--- src/rtl/simon_pkg.sv ---
// Shared types and helpers for the Simon-style sequence player.
//   state_e      : controller states
//   color_t      : 2-bit color code (0..3)
//   color_onehot : color code -> one-hot LED pattern
//   max3         : largest of three cycle counts, used to size the phase counter
package simon_pkg;

    localparam int unsigned LED_W = 4;

    typedef enum logic [2:0] {
        IDLE,
        APPEND,
        PLAY_ON,
        PLAY_OFF,
        INPUT,
        PASS,
        WIN,
        FAIL
    } state_e;

    typedef logic [1:0] color_t;

    function automatic logic [LED_W-1:0] color_onehot(input color_t c);
        logic [LED_W-1:0] oh;
        oh    = '0;
        oh[c] = 1'b1;
        return oh;
    endfunction

    function automatic int unsigned max3(input int unsigned a,
                                         input int unsigned b,
                                         input int unsigned c);
        int unsigned m;
        m = a;
        if (b > m) m = b;
        if (c > m) m = c;
        return m;
    endfunction

endpackage

--- src/rtl/seq_player_phase_timer.sv ---
// phase_timer: one-shot down counter for playback and input phases.
//   clk, rst : clock, asynchronous active-high reset
//   start_i  : load load_i and begin counting (takes priority over a running count)
//   load_i   : phase length in cycles (>= 1)
//   done_o   : high on the last cycle of the phase (load_i cycles after start_i)
module phase_timer #(
    parameter int unsigned CNT_W = 8
) (
    input  logic             clk,
    input  logic             rst,
    input  logic             start_i,
    input  logic [CNT_W-1:0] load_i,
    output logic             done_o
);

    logic [CNT_W-1:0] cnt_q, cnt_d;
    logic             active_q, active_d;

    // Counter holds (remaining cycles - 1); zero while active marks the final cycle.
    always_comb begin
        cnt_d    = cnt_q;
        active_d = active_q;
        if (start_i) begin
            cnt_d    = load_i - CNT_W'(1);
            active_d = 1'b1;
        end else if (active_q) begin
            if (cnt_q == '0) begin
                active_d = 1'b0;
            end else begin
                cnt_d = cnt_q - CNT_W'(1);
            end
        end
    end

    always_ff @(posedge clk or posedge rst) begin
        if (rst) begin
            cnt_q    <= '0;
            active_q <= 1'b0;
        end else begin
            cnt_q    <= cnt_d;
            active_q <= active_d;
        end
    end

    assign done_o = active_q && (cnt_q == '0);

endmodule

--- src/rtl/seq_player.sv ---
// seq_player: grows a random color sequence, plays it back on the LEDs and
// checks the player's presses against it.
//   clk, rst    : clock, asynchronous active-high reset
//   random_seq  : color appended each round
//   start       : begin a new game (IDLE/WIN/FAIL only)
//   btn_valid   : player press strobe, btn_code = pressed color
//   led         : one-hot color display, 4'b1111 on win
//   level       : stored sequence length
//   await_input : waiting for player presses
//   round_pass  : one-cycle pulse after a fully correct round
//   game_over   : sticky loss indication
//   game_won    : sticky win indication
// Optional build macro SEQ_PLAYER_TIMEOUT_EN: fail the game when no press
// arrives within TIMEOUT_CYCLES while waiting for input.
module seq_player
    import simon_pkg::*;
#(
    parameter int unsigned MAX_LEN        = 16,
    parameter int unsigned ON_CYCLES      = 25000000,
    parameter int unsigned OFF_CYCLES     = 12500000,
    parameter int unsigned TIMEOUT_CYCLES = 250000000
) (
    input  logic                         clk,
    input  logic                         rst,
    input  logic [1:0]                   random_seq,
    input  logic                         start,
    input  logic                         btn_valid,
    input  logic [1:0]                   btn_code,
    output logic [3:0]                   led,
    output logic [$clog2(MAX_LEN+1)-1:0] level,
    output logic                         await_input,
    output logic                         round_pass,
    output logic                         game_over,
    output logic                         game_won
);

    localparam int unsigned LVL_W   = $clog2(MAX_LEN + 1);
    localparam int unsigned IDX_W   = $clog2(MAX_LEN);
    localparam int unsigned MAX_CYC = max3(ON_CYCLES, OFF_CYCLES, TIMEOUT_CYCLES);
    localparam int unsigned CNT_W   = $clog2(MAX_CYC + 1);

    state_e           state_q, state_d;
    logic [LVL_W-1:0] level_q, level_d;
    logic [IDX_W-1:0] idx_q, idx_d;
    color_t           echo_q, echo_d;
    logic             echo_vld_q, echo_vld_d;
    color_t           mem_q [MAX_LEN];
    logic             mem_we;
    logic             tmr_start;
    logic [CNT_W-1:0] tmr_load;
    logic             tmr_done;
    logic             more_c;

    phase_timer #(.CNT_W(CNT_W)) u_timer (
        .clk     (clk),
        .rst     (rst),
        .start_i (tmr_start),
        .load_i  (tmr_load),
        .done_o  (tmr_done)
    );

    // Another element remains after the current index.
    assign more_c = (LVL_W'(idx_q) + LVL_W'(1)) < level_q;

    // Next-state logic.
    always_comb begin
        state_d    = state_q;
        level_d    = level_q;
        idx_d      = idx_q;
        echo_d     = echo_q;
        echo_vld_d = 1'b0;
        mem_we     = 1'b0;
        tmr_start  = 1'b0;
        tmr_load   = CNT_W'(ON_CYCLES);
        case (state_q)
            IDLE, WIN, FAIL: begin
                if (start) begin
                    state_d = APPEND;
                    level_d = '0;
                    idx_d   = '0;
                end
            end
            APPEND: begin
                mem_we    = 1'b1;
                level_d   = level_q + LVL_W'(1);
                idx_d     = '0;
                state_d   = PLAY_ON;
                tmr_start = 1'b1;
            end
            PLAY_ON: begin
                if (tmr_done) begin
                    state_d   = PLAY_OFF;
                    tmr_start = 1'b1;
                    tmr_load  = CNT_W'(OFF_CYCLES);
                end
            end
            PLAY_OFF: begin
                if (tmr_done) begin
                    if (more_c) begin
                        idx_d     = idx_q + IDX_W'(1);
                        state_d   = PLAY_ON;
                        tmr_start = 1'b1;
                    end else begin
                        idx_d   = '0;
                        state_d = INPUT;
`ifdef SEQ_PLAYER_TIMEOUT_EN
                        tmr_start = 1'b1;
                        tmr_load  = CNT_W'(TIMEOUT_CYCLES);
`endif
                    end
                end
            end
            INPUT: begin
                if (btn_valid) begin
                    echo_d     = btn_code;
                    echo_vld_d = 1'b1;
                    if (btn_code != mem_q[idx_q]) begin
                        state_d = FAIL;
                    end else if (more_c) begin
                        idx_d = idx_q + IDX_W'(1);
`ifdef SEQ_PLAYER_TIMEOUT_EN
                        tmr_start = 1'b1;
                        tmr_load  = CNT_W'(TIMEOUT_CYCLES);
`endif
                    end else begin
                        idx_d   = '0;
                        state_d = PASS;
                    end
                end
`ifdef SEQ_PLAYER_TIMEOUT_EN
                else if (tmr_done) begin
                    state_d = FAIL;
                end
`endif
            end
            PASS: begin
                state_d = (level_q == LVL_W'(MAX_LEN)) ? WIN : APPEND;
            end
            default: state_d = IDLE;
        endcase
    end

    always_ff @(posedge clk or posedge rst) begin
        if (rst) begin
            state_q    <= IDLE;
            level_q    <= '0;
            idx_q      <= '0;
            echo_q     <= '0;
            echo_vld_q <= 1'b0;
        end else begin
            state_q    <= state_d;
            level_q    <= level_d;
            idx_q      <= idx_d;
            echo_q     <= echo_d;
            echo_vld_q <= echo_vld_d;
        end
    end

    // Sequence storage; only read at indices already written this game.
    always_ff @(posedge clk) begin
        if (mem_we) begin
            mem_q[level_q[IDX_W-1:0]] <= random_seq;
        end
    end

    // LED mux; the press echo shows the live press, then the stored one for one more cycle.
    always_comb begin
        led = '0;
        case (state_q)
            PLAY_ON: led = color_onehot(mem_q[idx_q]);
            WIN:     led = '1;
            INPUT, PASS: begin
                if (state_q == INPUT && btn_valid) begin
                    led = color_onehot(btn_code);
                end else if (echo_vld_q) begin
                    led = color_onehot(echo_q);
                end
            end
            default: led = '0;
        endcase
    end

    assign level       = level_q;
    assign await_input = (state_q == INPUT);
    assign round_pass  = (state_q == PASS);
    assign game_over   = (state_q == FAIL);
    assign game_won    = (state_q == WIN);

endmodule

--- config.mk ---
export PLATFORM = sky130hd
export DESIGN_NAME = seq_player
export DESIGN_NICKNAME = d
export VERILOG_FILES = /design/src/rtl/simon_pkg.sv /design/src/rtl/seq_player_phase_timer.sv /design/src/rtl/seq_player.sv
export SDC_FILE = /design/constraint.sdc
export NUM_CORES = 1
export LEC_CHECK = 0
export CORE_MARGIN = 4
export CORE_UTILIZATION = 50
export DETAILED_ROUTE_END_ITERATION = 8
export MAX_ROUTING_LAYER = met4
export PLACE_DENSITY = 0.68
export REMOVE_ABC_BUFFERS = 1
export SLEW_MARGIN = 15
export SYNTH_ARGS = -nofsm -noshare
export SYNTH_HDL_FRONTEND = slang
export SYNTH_SLANG_ARGS = --single-unit
--- constraint.sdc ---
create_clock -name clk -period 8.7 [get_ports clk]
set_input_delay 1.74 -clock clk [delete_from_list [all_inputs] [get_ports clk]]
set_output_delay 1.74 -clock clk [all_outputs]
set_load 0.05 [all_outputs]
Word-level counts from Yosys, hierarchy flattened
Memories as Yosys holds them, arrays and structs flattened.
Cells that the tools add are included.
{ "totals": {"n_memories": 1, "register_bits": 44, "inputBits": 8, "wordCells": 96, "output_inout_bits": 13, "ramBits": 32} }
{ "memory_table": {"columns": ["name", "words", "word_bits", "rd", "rd_clocked_by_memory_dff", "write_ports", "line", "rtl"], "rows": [
  ["mem_q", 16, 2, 1, 0, 1, "seq_player.sv:47", "color_t mem_q [MAX_LEN];"]
]} }
{ "op_classes": {"reduce_logical": 17, "addsub": 5, "eq_ne": 16, "magnitude_cmp": 7, "muxes": 43} }
{ "ops": {"columns": ["cell", "n"], "rows": [
  ["$mux W28", 3],
  ["$mux W25", 2],
  ["$logic_not A28 Y1", 1],
  ["$mux W4", 7],
  ["$sub A28 B1 Y28 const B", 1],
  ["$sub A25 B1 Y26 const B", 1],
  ["$mux W3", 8],
  ["$pmux W3 S6", 1],
  ["$pmux W4 S4", 1],
  ["$mux W1", 14],
  ["$eq A3 B3 Y1 const B", 4],
  ["$ne A2 B2 Y1 const B", 6],
  ["$pmux W4 S3", 1],
  ["$pmux W5 S2", 1],
  ["$reduce_and A5 Y1", 2],
  ["$lt A2 B3 Y1 const B", 3],
  ["$demux W1 S2", 3],
  ["$eq A3 B2 Y1 const B", 2],
  ["$ge A2 B1 Y1 const B", 3],
  ["$reduce_and A2 Y1", 3],
  ["$add A4 B1 Y5 const B", 1],
  ["$add A5 B1 Y5 const B", 1],
  ["$eq A5 B5 Y1 const B", 1],
  ["$logic_and A1 B1 Y1", 5],
  ["12 further kinds", 13]
]} }

Logic depth before layout (Yosys ltp)
{ "logic_depth": {"ltp_word": 7, "mapped_depth": 11, "ltp_nobuf": 10} }

Cells and area by module
A second synthesis with hierarchy kept.
{ "hier_totals": {"cells_unflattened": 542, "hier_area_um2": 5143.7} }
{ "modules_own_cells": {"columns": ["mod", "instances", "area_per_inst_um2", "cells_per_inst", "seq_area_each_um2"], "rows": [
  ["seq_player", 1, 2768.9, 267, 1336.3],
  ["phase_timer", 1, 2374.8, 275, 725.7]
]} }

Worst setup path after synthesis
Ideal clock, no wire load.
{ "synth_path": {"kind": "reg2out", "start": "register state_q[2]", "end": "output led[0]", "t_required_ns": 6.960, "path_slack_ns": 3.362, "path_stages_with_launch": 9, "n_path_buf": 1, "arrival_ns": 3.598, "cell_sequence": "dfrtp_1 clkbuf_1 nor3b_1 nand2_1 clkinv_1 a21oi_1 nor3_1 nor2_1 o22ai_1"} }
{ "synth_via": {"elab_chain_len": 4, "word_cells_on_any_way": 8, "cone_classes": "eq/ne (4); mux (2); reduce/logical (2)"} }
{ "synth_rtl": {"columns": ["item", "line", "rtl"], "rows": [
  ["start, declared", "seq_player.sv:42", "state_e state_q, state_d;"],
  ["start signal, assigned", "seq_player.sv:151", "state_q <= state_d;"],
  ["$eq A3 B3 Y1 *", null, null],
  ["net await_input", "seq_player.sv:31", "output logic await_input,"],
  ["$logic_and A1 B1 Y1", "seq_player.sv:173", "if (state_q == INPUT && btn_valid) begin"],
  ["$mux W4", "seq_player.sv:173", null],
  ["$pmux W4 S3 *", "seq_player.sv:169", "case (state_q)"],
  ["end, declared", "seq_player.sv:29", "output logic [3:0] led,"]
]} }
Mark *: on every way through the listed nets, which the timed path passes. The rest lies on a longest branch.

Worst setup path after layout
{ "layout_path": {"start": "input btn_valid", "end": "output led[0]"} }
{ "layout_via": {"elab_chain_len": 3} }
{ "layout_rtl": {"columns": ["item", "line", "rtl"], "rows": [
  ["start, declared", "seq_player.sv:27", "input logic btn_valid,"],
  ["$logic_and A1 B1 Y1", "seq_player.sv:173", null],
  ["$mux W4", "seq_player.sv:173", null],
  ["$pmux W4 S3", "seq_player.sv:169", null]
]} }
Every way passes these cells.

==> metrics <==
WL met1 4256 µm; design area 0.004674 mm²; Detailed Route WL between 8000 and 9000 µm; vias in the first global route a little over 3000; I/O Pins 21; ys async rst share 57.89%; first-pass GRT wire length 14810 µm; final setup vio count 0; Tcrit/Tclk final between 60 and 70%; ratio of cells with drive above 1 in the final layout 7.852%; TritonCTS clock tree yes; DIE AREA 0.009958 mm²; max layer used met4; status complete, no violations; cell with the most instances after synthesis nand2_1; fin crit period 5.794 ns; Syn. warnings 0; diodes inserted 0; EDFF count, synth 32; Syn Std Cell Area ~0.0042 mm²; Max Root-Sink Buffers 2; cts hold-fix bufs 0; core area 0.008217 mm²; fill count 740; Post-CTS Resized 0; htree depth 3; Wirelength per Cell 16.11 µm; mux contribution to synthesized area between 6 and 7%; routability-driven placement congestion ratio 0.8748; Critical Path Start Type input port; net total in the final layout 449; initial antenna violation count 0; DRC Markers 0; CP top delay family buffers and inverters; Final Hold Vio Count 0; Synth Area in XOR/XNOR 4.128%; pin count of the biggest net entering global routing 45; initial core utilization 51.27%; met3 WL post-DR 409 µm; RSZ-0062 raised after global routing false; Most common cell on crit path clkdlybuf4s50_1; Leak Pwr approximately 1.6 nW; Die Y between 90 and 100 µm; HP Class reg2reg; clock-pin slew on the worst setup and hold paths 0.09 ns; flops & latches, synth between 70 and 80; Simple-Gate Fraction of Synth Area between 20% and 30%; f_max 172.6 MHz; setup bufs post-CTS 0; Critical-path top delay cell clkdlybuf4s50_1; Max rail drop VDD 0.0001860 V; Post-Synth Adder-Cell Area a little under 4%; Post-DP HPWL 6147 µm; pre-CTS setup slack 2.927 ns; Netlist cell types 58; Num CTS Buffers 9; drt first pass iters 5; vias after detailed routing 3173; leading area contributor after synthesis dfrtp_1; synthesized area per cell 10.25 µm²; Crit Path Class in2out; critical path peak fanout 8; Row Count 33; main combinational cell family by area after synthesis simple AND/OR/NAND/NOR gates; root buf cell clkbuf_8; synthesis-to-layout area growth 10.96%; CP Capture Type output port; Compound-Gate Fraction of Synth Area 12.59%; DP Area 0.004482 mm²; Post-DRT Antenna Nets 0; die width approximately 100 µm; met2 routed WL 3930 µm; commonest cells in the synthesized netlist 45 x nand2_1, 44 x dfrtp_1, 41 x nor2_1; Vias/cell 5.898; Clock Latency Late Sink 0.35 ns; PortBufs 20; Rel. slew slack 39.63%; worst setup margin 2.906 ns; top-area cell type share of the netlist area 26.14%; CTS Sinks 76; PwrDens between 200 and 250 mW/mm²; critical-path cell list clkdlybuf4s50_1 > nand2_1 > clkinv_1 > nor3b_1 > a21oi_1 > nor3_1 > nor2_1 > o22ai_1 > clkdlybuf4s50_1; Overflow after GRT 0; gr usage total 19.12%; post-route clock skew 0.01254 ns; sequential fraction of the synthesis area 48.95%; max-slew violations 0; Top FF cell, synth dfrtp_1; max cap viols 0; CP bufs+invs 3; DRT iter0 DRCs 140; Synth area leaders dfrtp_1 26%, edfxtp_1 23%, nand2_1 4.0%; Post-Syn Instances between 400 and 500; setup TNS 0 ns; CP required 6.96 ns; WP data arrival between 4 and 5 ns; Max stage delay on crit path 0.82 ns; Worst Tran Pin Value 0.9043 ns
cell families after synthesis:
| kind of cell | after synthesis |
|---|---|
| adder cells (fa/ha/maj) | 13 |
| multiplexers | 15 |
| AO/OA/AOI/OAI | 77 |
| AND/OR/NAND/NOR | 177 |
| flip-flops | 76 |
| XOR/XNOR | 19 |
| buffers and inverters | 34 |
per-layer routing:
metal / up-vias / GRT usage (%)
li1: 1552 / -
met1: 1533 / 27.45
met2: 82 / 27.50
met3: 6 / 4.170
met4: 0 / 5.357
met5: - / -
worst reg2reg max path, delay by kind of cell (launching register included):
kind,cells,cell delay (ns)
simple gates,2,1.22
compound gates,5,0.86
flops,1,0.78
fa+ha+maj,2,0.64
state kept, by name, indices dropped and copies added, names as in the netlist:
name and flops:
mem_q 32, u_timer.cnt_q 28, level 5, idx_q 4, state_q 3, echo_q 2
echo_vld_q 1, u_timer.active_q 1
power by group:
group / switching [W] / total (W) / internal (W)
Combinational: 0.000269 / 0.000415 / 0.000145
Sequential: 0.0000696 / 0.000485 / 0.000415
Clock: 0.000148 / 0.000258 / 0.000110
per-stage QoR:
step | power (W) | hold WS (ns) | utilization [%] | std cells
4_1_cts | 0.001166 | 0.5203 | 56.89 | 538
2_1_floorplan | 0.0007757 | 0.4797 | - | 396
6_report | 0.001158 | 0.5210 | 56.89 | 538
3_3_place_gp | 0.0008990 | 0.4961 | 54.55 | 522
5_1_grt | 0.001236 | 0.5355 | 56.89 | 538
3_5_place_dp | 0.0009050 | 0.5059 | 54.55 | 522
placed cells by master (no fill, tap or decap), types with 5 or more instances in the layout:
| cell type | count |
|---|---|
| clkdlybuf4s50_1 | 20 |
| nand4_1 | 6 |
| nor3_1 | 24 |
| nand3_1 | 13 |
| or3_1 | 7 |
| nand2_1 | 45 |
| a21oi_1 | 14 |
| clkbuf_8 | 9 |
| mux4_1 | 5 |
| mux2i_1 | 7 |
| ha_1 | 13 |
| nor2_1 | 41 |
| edfxtp_1 | 32 |
| a31oi_1 | 6 |
| nor4_1 | 10 |
| inv_1 | 16 |
| xnor2_1 | 15 |
| dfrtp_1 | 44 |
| o31ai_1 | 5 |
| o21ai_0 | 25 |
path summary, 6_finish.rpt:
| path | startpoint | endpoint | slack [ns] | cells past startpoint |
|---|---|---|---|---|
| max | btn_valid | led[0] | 2.91 | 9 |
| min | u_timer.cnt_q[22] | u_timer.cnt_q[22] | 0.52 | 1 |
| max reg2reg | idx_q[0] | u_timer.cnt_q[7] | 5.05 | 9 |
| min reg2reg | u_timer.cnt_q[22] | u_timer.cnt_q[22] | 0.52 | 1 |
| max in group asynchronous | rst | u_timer.cnt_q[25] | 6.23 | 2 |
| min in group asynchronous | rst | u_timer.cnt_q[16] | 1.90 | 2 |
final cells by class:
type	count	area (µm²)	share of cell area, %
clock inverter	7	68.82	1.472
sequential	76	2062	44.11
timing repair buffer	21	207.7	4.443
tap	105	131.4	2.810
multi-input combinational	301	2009	42.99
inverter	19	71.32	1.526
clock buffer	9	123.9	2.650
(Power assumes the default switching activity.)
